## config.mk

```make
export PLATFORM = sky130hd
export DESIGN_NAME = ex3_to_bin
export DESIGN_NICKNAME = d
export VERILOG_FILES = /design/src/rtl/ex3_pkg.sv /design/src/rtl/ex3_digit_dec.sv /design/src/rtl/ex3_to_bin.sv
export SDC_FILE = /design/constraint.sdc
export NUM_CORES = 1
export LEC_CHECK = 0
export CAP_MARGIN = 20
export CORE_ASPECT_RATIO = 0.5
export CORE_MARGIN = 5
export CORE_UTILIZATION = 35
export CTS_CLUSTER_SIZE = 24
export DETAILED_ROUTE_END_ITERATION = 8
export SYNTH_ARGS = -nofsm -noshare
export SYNTH_HDL_FRONTEND = slang
export SYNTH_SLANG_ARGS = --single-unit
```

## constraint.sdc

```tcl
create_clock -name clk -period 3 [get_ports clk]
set_input_delay 0.6 -clock clk [delete_from_list [all_inputs] [get_ports clk]]
set_output_delay 0.6 -clock clk [all_outputs]
set_load 0.005 [all_outputs]
```

## src/rtl/ex3_pkg.sv

```systemverilog
// Shared types and constants for the Excess-3 frame to binary converter.
package ex3_pkg;

    typedef enum logic {
        COLLECT = 1'b0,
        HOLD    = 1'b1
    } ex3_state_e;

    localparam int         OUT_W        = 14;
    localparam logic [3:0] EX3_OFFSET   = 4'd3;
    // Codes outside [EX3_CODE_MIN, EX3_CODE_MAX] are invalid (0000..0010, 1101..1111).
    localparam logic [3:0] EX3_CODE_MIN = 4'b0011;
    localparam logic [3:0] EX3_CODE_MAX = 4'b1100;

    function automatic logic ex3_is_invalid(input logic [3:0] code);
        return (code < EX3_CODE_MIN) || (code > EX3_CODE_MAX);
    endfunction

endpackage

```

## src/rtl/ex3_digit_dec.sv

```systemverilog
// Combinational Excess-3 digit decoder: invalid codes map to digit 0 with a flag.
module ex3_digit_dec
    import ex3_pkg::*;
(
    input  logic [3:0] i_code,
    output logic [3:0] o_digit,
    output logic       o_invalid
);

    logic w_invalid;

    assign w_invalid = ex3_is_invalid(i_code);
    assign o_invalid = w_invalid;
    assign o_digit   = w_invalid ? 4'd0 : (i_code - EX3_OFFSET);

endmodule

```

## src/rtl/ex3_to_bin.sv

```systemverilog
// Accumulates up to NDIG Excess-3 digits (MSD first) into a binary value and
// holds the result until consumed. Define EX3_ERR_CNT_EN to add the err_cnt port.
// Handshake: a digit is taken on in_valid && in_ready; a result is taken on
// out_valid && out_ready. dbg_state exposes the FSM state for checkers.
module ex3_to_bin
    import ex3_pkg::*;
#(
    parameter int NDIG = 4
) (
    input  logic             clk,
    input  logic             rst_n,
    input  logic [3:0]       in_digit,
    input  logic             in_valid,
    input  logic             in_last,
    output logic             in_ready,
    output logic [OUT_W-1:0] out_bin,
    output logic             out_err,
    output logic             out_valid,
    input  logic             out_ready,
    output ex3_state_e       dbg_state
`ifdef EX3_ERR_CNT_EN
    ,
    output logic [7:0]       err_cnt
`endif
);

    ex3_state_e       r_state;
    ex3_state_e       w_state_nxt;
    logic [OUT_W-1:0] r_acc;
    logic             r_err;
    logic [2:0]       r_cnt;

    logic [3:0]       w_digit;
    logic             w_invalid;
    logic             w_accept;
    logic             w_final;
    logic             w_consume;
    logic [OUT_W-1:0] w_acc_nxt;

    ex3_digit_dec u_dec (
        .i_code    (in_digit),
        .o_digit   (w_digit),
        .o_invalid (w_invalid)
    );

    assign w_accept  = in_valid && (r_state == COLLECT);
    // The NDIG-th digit closes the frame whatever in_last says.
    assign w_final   = w_accept && (in_last || (r_cnt == 3'(NDIG - 1)));
    assign w_consume = (r_state == HOLD) && out_ready;
    assign w_acc_nxt = (r_acc << 3) + (r_acc << 1) + OUT_W'(w_digit);

    // State register
    always_ff @(posedge clk or negedge rst_n) begin
        if (!rst_n) begin
            r_state <= COLLECT;
        end else begin
            r_state <= w_state_nxt;
        end
    end

    // Next-state logic
    always_comb begin
        w_state_nxt = r_state;
        case (r_state)
            COLLECT: if (w_final)   w_state_nxt = HOLD;
            HOLD:    if (out_ready) w_state_nxt = COLLECT;
            default:                w_state_nxt = COLLECT;
        endcase
    end

    // Output logic
    always_comb begin
        in_ready  = 1'b0;
        out_valid = 1'b0;
        out_bin   = '0;
        out_err   = 1'b0;
        case (r_state)
            COLLECT: in_ready = 1'b1;
            HOLD: begin
                out_valid = 1'b1;
                out_bin   = r_acc;
                out_err   = r_err;
            end
            default: in_ready = 1'b1;
        endcase
    end

    assign dbg_state = r_state;

    always_ff @(posedge clk or negedge rst_n) begin
        if (!rst_n) begin
            r_acc <= '0;
            r_err <= 1'b0;
            r_cnt <= '0;
        end else if (w_consume) begin
            r_acc <= '0;
            r_err <= 1'b0;
            r_cnt <= '0;
        end else if (w_accept) begin
            r_acc <= w_acc_nxt;
            r_err <= r_err | w_invalid;
            r_cnt <= r_cnt + 3'd1;
        end
    end

`ifdef EX3_ERR_CNT_EN
    logic [7:0] r_err_cnt;

    // Lifetime count of invalid digits; only rst_n clears it.
    always_ff @(posedge clk or negedge rst_n) begin
        if (!rst_n) begin
            r_err_cnt <= '0;
        end else if (w_accept && w_invalid && (r_err_cnt != 8'hFF)) begin
            r_err_cnt <= r_err_cnt + 8'd1;
        end
    end

    assign err_cnt = r_err_cnt;
`endif

endmodule

```

==> qor.txt <==
run status - completed
final hold viol count - 0
unrepaired setup endpoints after global routing - no
Max Fanout on Critical Path - 4
register area - 475 um2
power density normalized to cell area - 851 nW/um2
Num CTS Buffers - 3
antenna viol nets, final - 0
routability-driven placement congestion ratio - 0.820
Vias per Instance - 5.16
area of the mapped netlist - 1620 um2
ports placed on the boundary - 27
average wire length per cell after detail routing - 14.2 um
hold-fix buffers at CTS - 0
Antenna Cells - 0
Overflow after GRT - 0
height of the die - 58.0 um
final period demand of the worst path - 2840 ps
initial antenna violation count - 0
area taken by multi-input logic gates - 1150 um2
Max Slew Vio Count - 0
CP Launch Type - input pin
commonest cells after routing, fill and taps aside - sky130_fd_sc_hd__ha_1, sky130_fd_sc_hd__clkdlybuf4s50_1, sky130_fd_sc_hd__nand2_1, sky130_fd_sc_hd__dfrtp_1
reported leakage power - 1.02 nW
via count of the first global-routing pass - 1400
standard-cell row count - 17
via total after detailed routing - 1413
Die ar. - 6160 um2
Detail Placement HPWL - 2.97 mm
WL final - 3.90 mm
leading cell type in the layout, fill and taps excluded - sky130_fd_sc_hd__ha_1
highest attainable clock frequency - 352 MHz
CP endpoint kind - register
final cycle utilization of the critical path - 94.6%
library cells used by synthesis - 39
max-cap violations - 0
placed cell areas - 2010 um2
Crit Path Category - in -> reg
setup violation total in the final timing report - 0
width of the chip - 106 um
first-pass GRT wire length - 6.60 mm
worst slack at placement - -631 ps
CP Data Required Time - 3150 ps
worst min path class - reg -> reg
area growth from synthesis to layout - 31.5%
worst max-slew margin expressed relative to the limit - 39.0%
syn_nets - 216
post-route setup slack - 162 ps
Layout fillers - 451
CTS tree - yes
Worst-path clk slew - 70 ps
total number of nets in the final design - 255
combined global-route utilization of all metal layers - 13.2%
number of warnings reported in the yosys synthesis log - 0
number of flops mapped to enable cells by yosys - 0
number of detailed-route iterations in the first pass - 4
cell at the root of the clock tree - sky130_fd_sc_hd__clkbuf_8
Total Power - 1.81 mW
number of instances in the synthesized netlist - 179
Yosys reg bits - 19
fraction of layout cells with a size suffix above 1 - 17.1%
worst clock skew - 1.12 ps
Async SR Flop Fraction - 100%
area of the core region - 4420 um2
transition time of the tightest slew-check pin - 912 ps
sequential area share after synthesis - 29.4%
Final Cell Area - 2120 um2
Most used DFF post-synth - sky130_fd_sc_hd__dfrtp_1
Clock Tree Buf Depth - 2
Skew-Pair Late Insertion Delay - 260 ps
VDD IR max - 0.272 mV
initial core utilization - 36.5%
mean post-synth cell area - 9.02 um2
DRC errors left - 0
# port buffers - 26
htree depth - 1
number of violations reported at the end of detailed-routing iteration 0 - 41
largest net degree at the start of global routing - 20
Sink Count - 19
data arrival time of the worst path - 2990 ps
## synth_stat cells, types with 2 or more instances
cell,count,area share (%)
sky130_fd_sc_hd__a21oi_2,3,1.6
sky130_fd_sc_hd__nand3_1,2,0.62
sky130_fd_sc_hd__dfrtp_1,19,29
sky130_fd_sc_hd__ha_1,26,20
sky130_fd_sc_hd__o211ai_1,5,2.3
sky130_fd_sc_hd__xor2_1,6,3.3
sky130_fd_sc_hd__or3_1,2,0.77
sky130_fd_sc_hd__fa_1,2,2.5
sky130_fd_sc_hd__and3_1,4,1.5
sky130_fd_sc_hd__a21oi_1,11,3.4
sky130_fd_sc_hd__a221oi_1,2,1.1
sky130_fd_sc_hd__xnor2_1,3,1.6
sky130_fd_sc_hd__a22o_1,5,2.7
sky130_fd_sc_hd__o21ai_0,9,2.8
sky130_fd_sc_hd__mux2i_1,3,1.9
sky130_fd_sc_hd__nor3_1,3,0.93
sky130_fd_sc_hd__nor2_1,11,2.6
sky130_fd_sc_hd__buf_2,3,0.93
sky130_fd_sc_hd__and2_1,13,5.0
sky130_fd_sc_hd__inv_1,9,2.1
sky130_fd_sc_hd__nand2_1,20,4.6
## cell families after synthesis
| logic type | count (synthesis) | synth area share (%) |
|---|---|---|
| AO/OA/AOI/OAI | 43 | 18.0 |
| XOR/XNOR | 9 | 4.88 |
| adder cells (fa/ha/maj) | 28 | 22.6 |
| buffers and inverters | 15 | 3.95 |
| flip-flops | 19 | 29.4 |
| multiplexers | 3 | 1.86 |
| AND/OR/NAND/NOR | 62 | 19.3 |
## critical path, stage by stage
cell                            delay [ps]
sky130_fd_sc_hd__dlygate4sd2_1         260
sky130_fd_sc_hd__or3_4                 380
sky130_fd_sc_hd__o21ai_4                70
sky130_fd_sc_hd__nand2b_4              140
sky130_fd_sc_hd__fa_1                  420
sky130_fd_sc_hd__inv_2                  80
sky130_fd_sc_hd__ha_1                  220
sky130_fd_sc_hd__a21o_1                170
sky130_fd_sc_hd__and4_4                170
sky130_fd_sc_hd__o2111ai_4             210
sky130_fd_sc_hd__and3_1                200
sky130_fd_sc_hd__o31ai_2                70
## stage by stage
step	TNS (ps)	std cells	hold WS, ps	util [%]
6_report	0	274	493	48.0
5_1_grt	0	274	538	48.0
4_1_cts	0	274	498	47.3
3_5_place_dp	-4720	266	482	45.4
3_3_place_gp	-4280	266	464	45.4
2_1_floorplan	0	179	304	-
## what timing repair did
action	in CTS	in global routing
gates resized for setup	16	5
cloned	0	0
setup endpoints to repair	8	7
setup buffers	4	0
pin swaps	16	5
## power by group
| group | total [mW] | leakage [nW] | switching (mW) | internal (mW) |
|---|---|---|---|---|
| Combinational | 1.16 | 0.756 | 0.616 | 0.546 |
| Clock | 0.184 | 0.0228 | 0.0894 | 0.0946 |
| Sequential | 0.461 | 0.242 | 0.106 | 0.356 |
## state kept, by name, summed over array words and instances, names as in the netlist
register / count
r_acc: 14
r_cnt: 3
dbg_state: 1
r_err: 1
## worst paths after layout
check | start | to | slack (ps) | cells past startpoint
min in group asynchronous | rst_n | r_acc[4]$_DFFE_PN0P_ | 850 | 1
min | r_cnt[2]$_DFFE_PN0P_ | r_cnt[2]$_DFFE_PN0P_ | 490 | 2
max | in_digit[3] | r_acc[13]$_DFFE_PN0P_ | 160 | 12
min reg2reg | r_cnt[2]$_DFFE_PN0P_ | r_cnt[2]$_DFFE_PN0P_ | 490 | 2
max reg2reg | r_acc[0]$_DFFE_PN0P_ | r_acc[13]$_DFFE_PN0P_ | 690 | 9
max in group asynchronous | rst_n | r_acc[10]$_DFFE_PN0P_ | 1590 | 1
## routing by layer
| metal | vias up | track usage (%) | wire (um) |
|---|---|---|---|
| li1 | 709 | - | - |
| met1 | 672 | 18.1 | 1900 |
| met2 | 30 | 21.6 | 1800 |
| met3 | 2 | 2.22 | 175 |
| met4 | 0 | 3.87 | 27 |
| met5 | - | 0 | 0 |
## final cells by class
class	count	share of cell area [%]
Clock buffer	4	2.12
Sequential cell	19	22.4
Multi-Input combinational cell	145	54.1
Tap cell	57	3.36
Timing Repair Buffer	39	16.3
Inverter	10	1.77
Power figures use the tool's default switching activity.
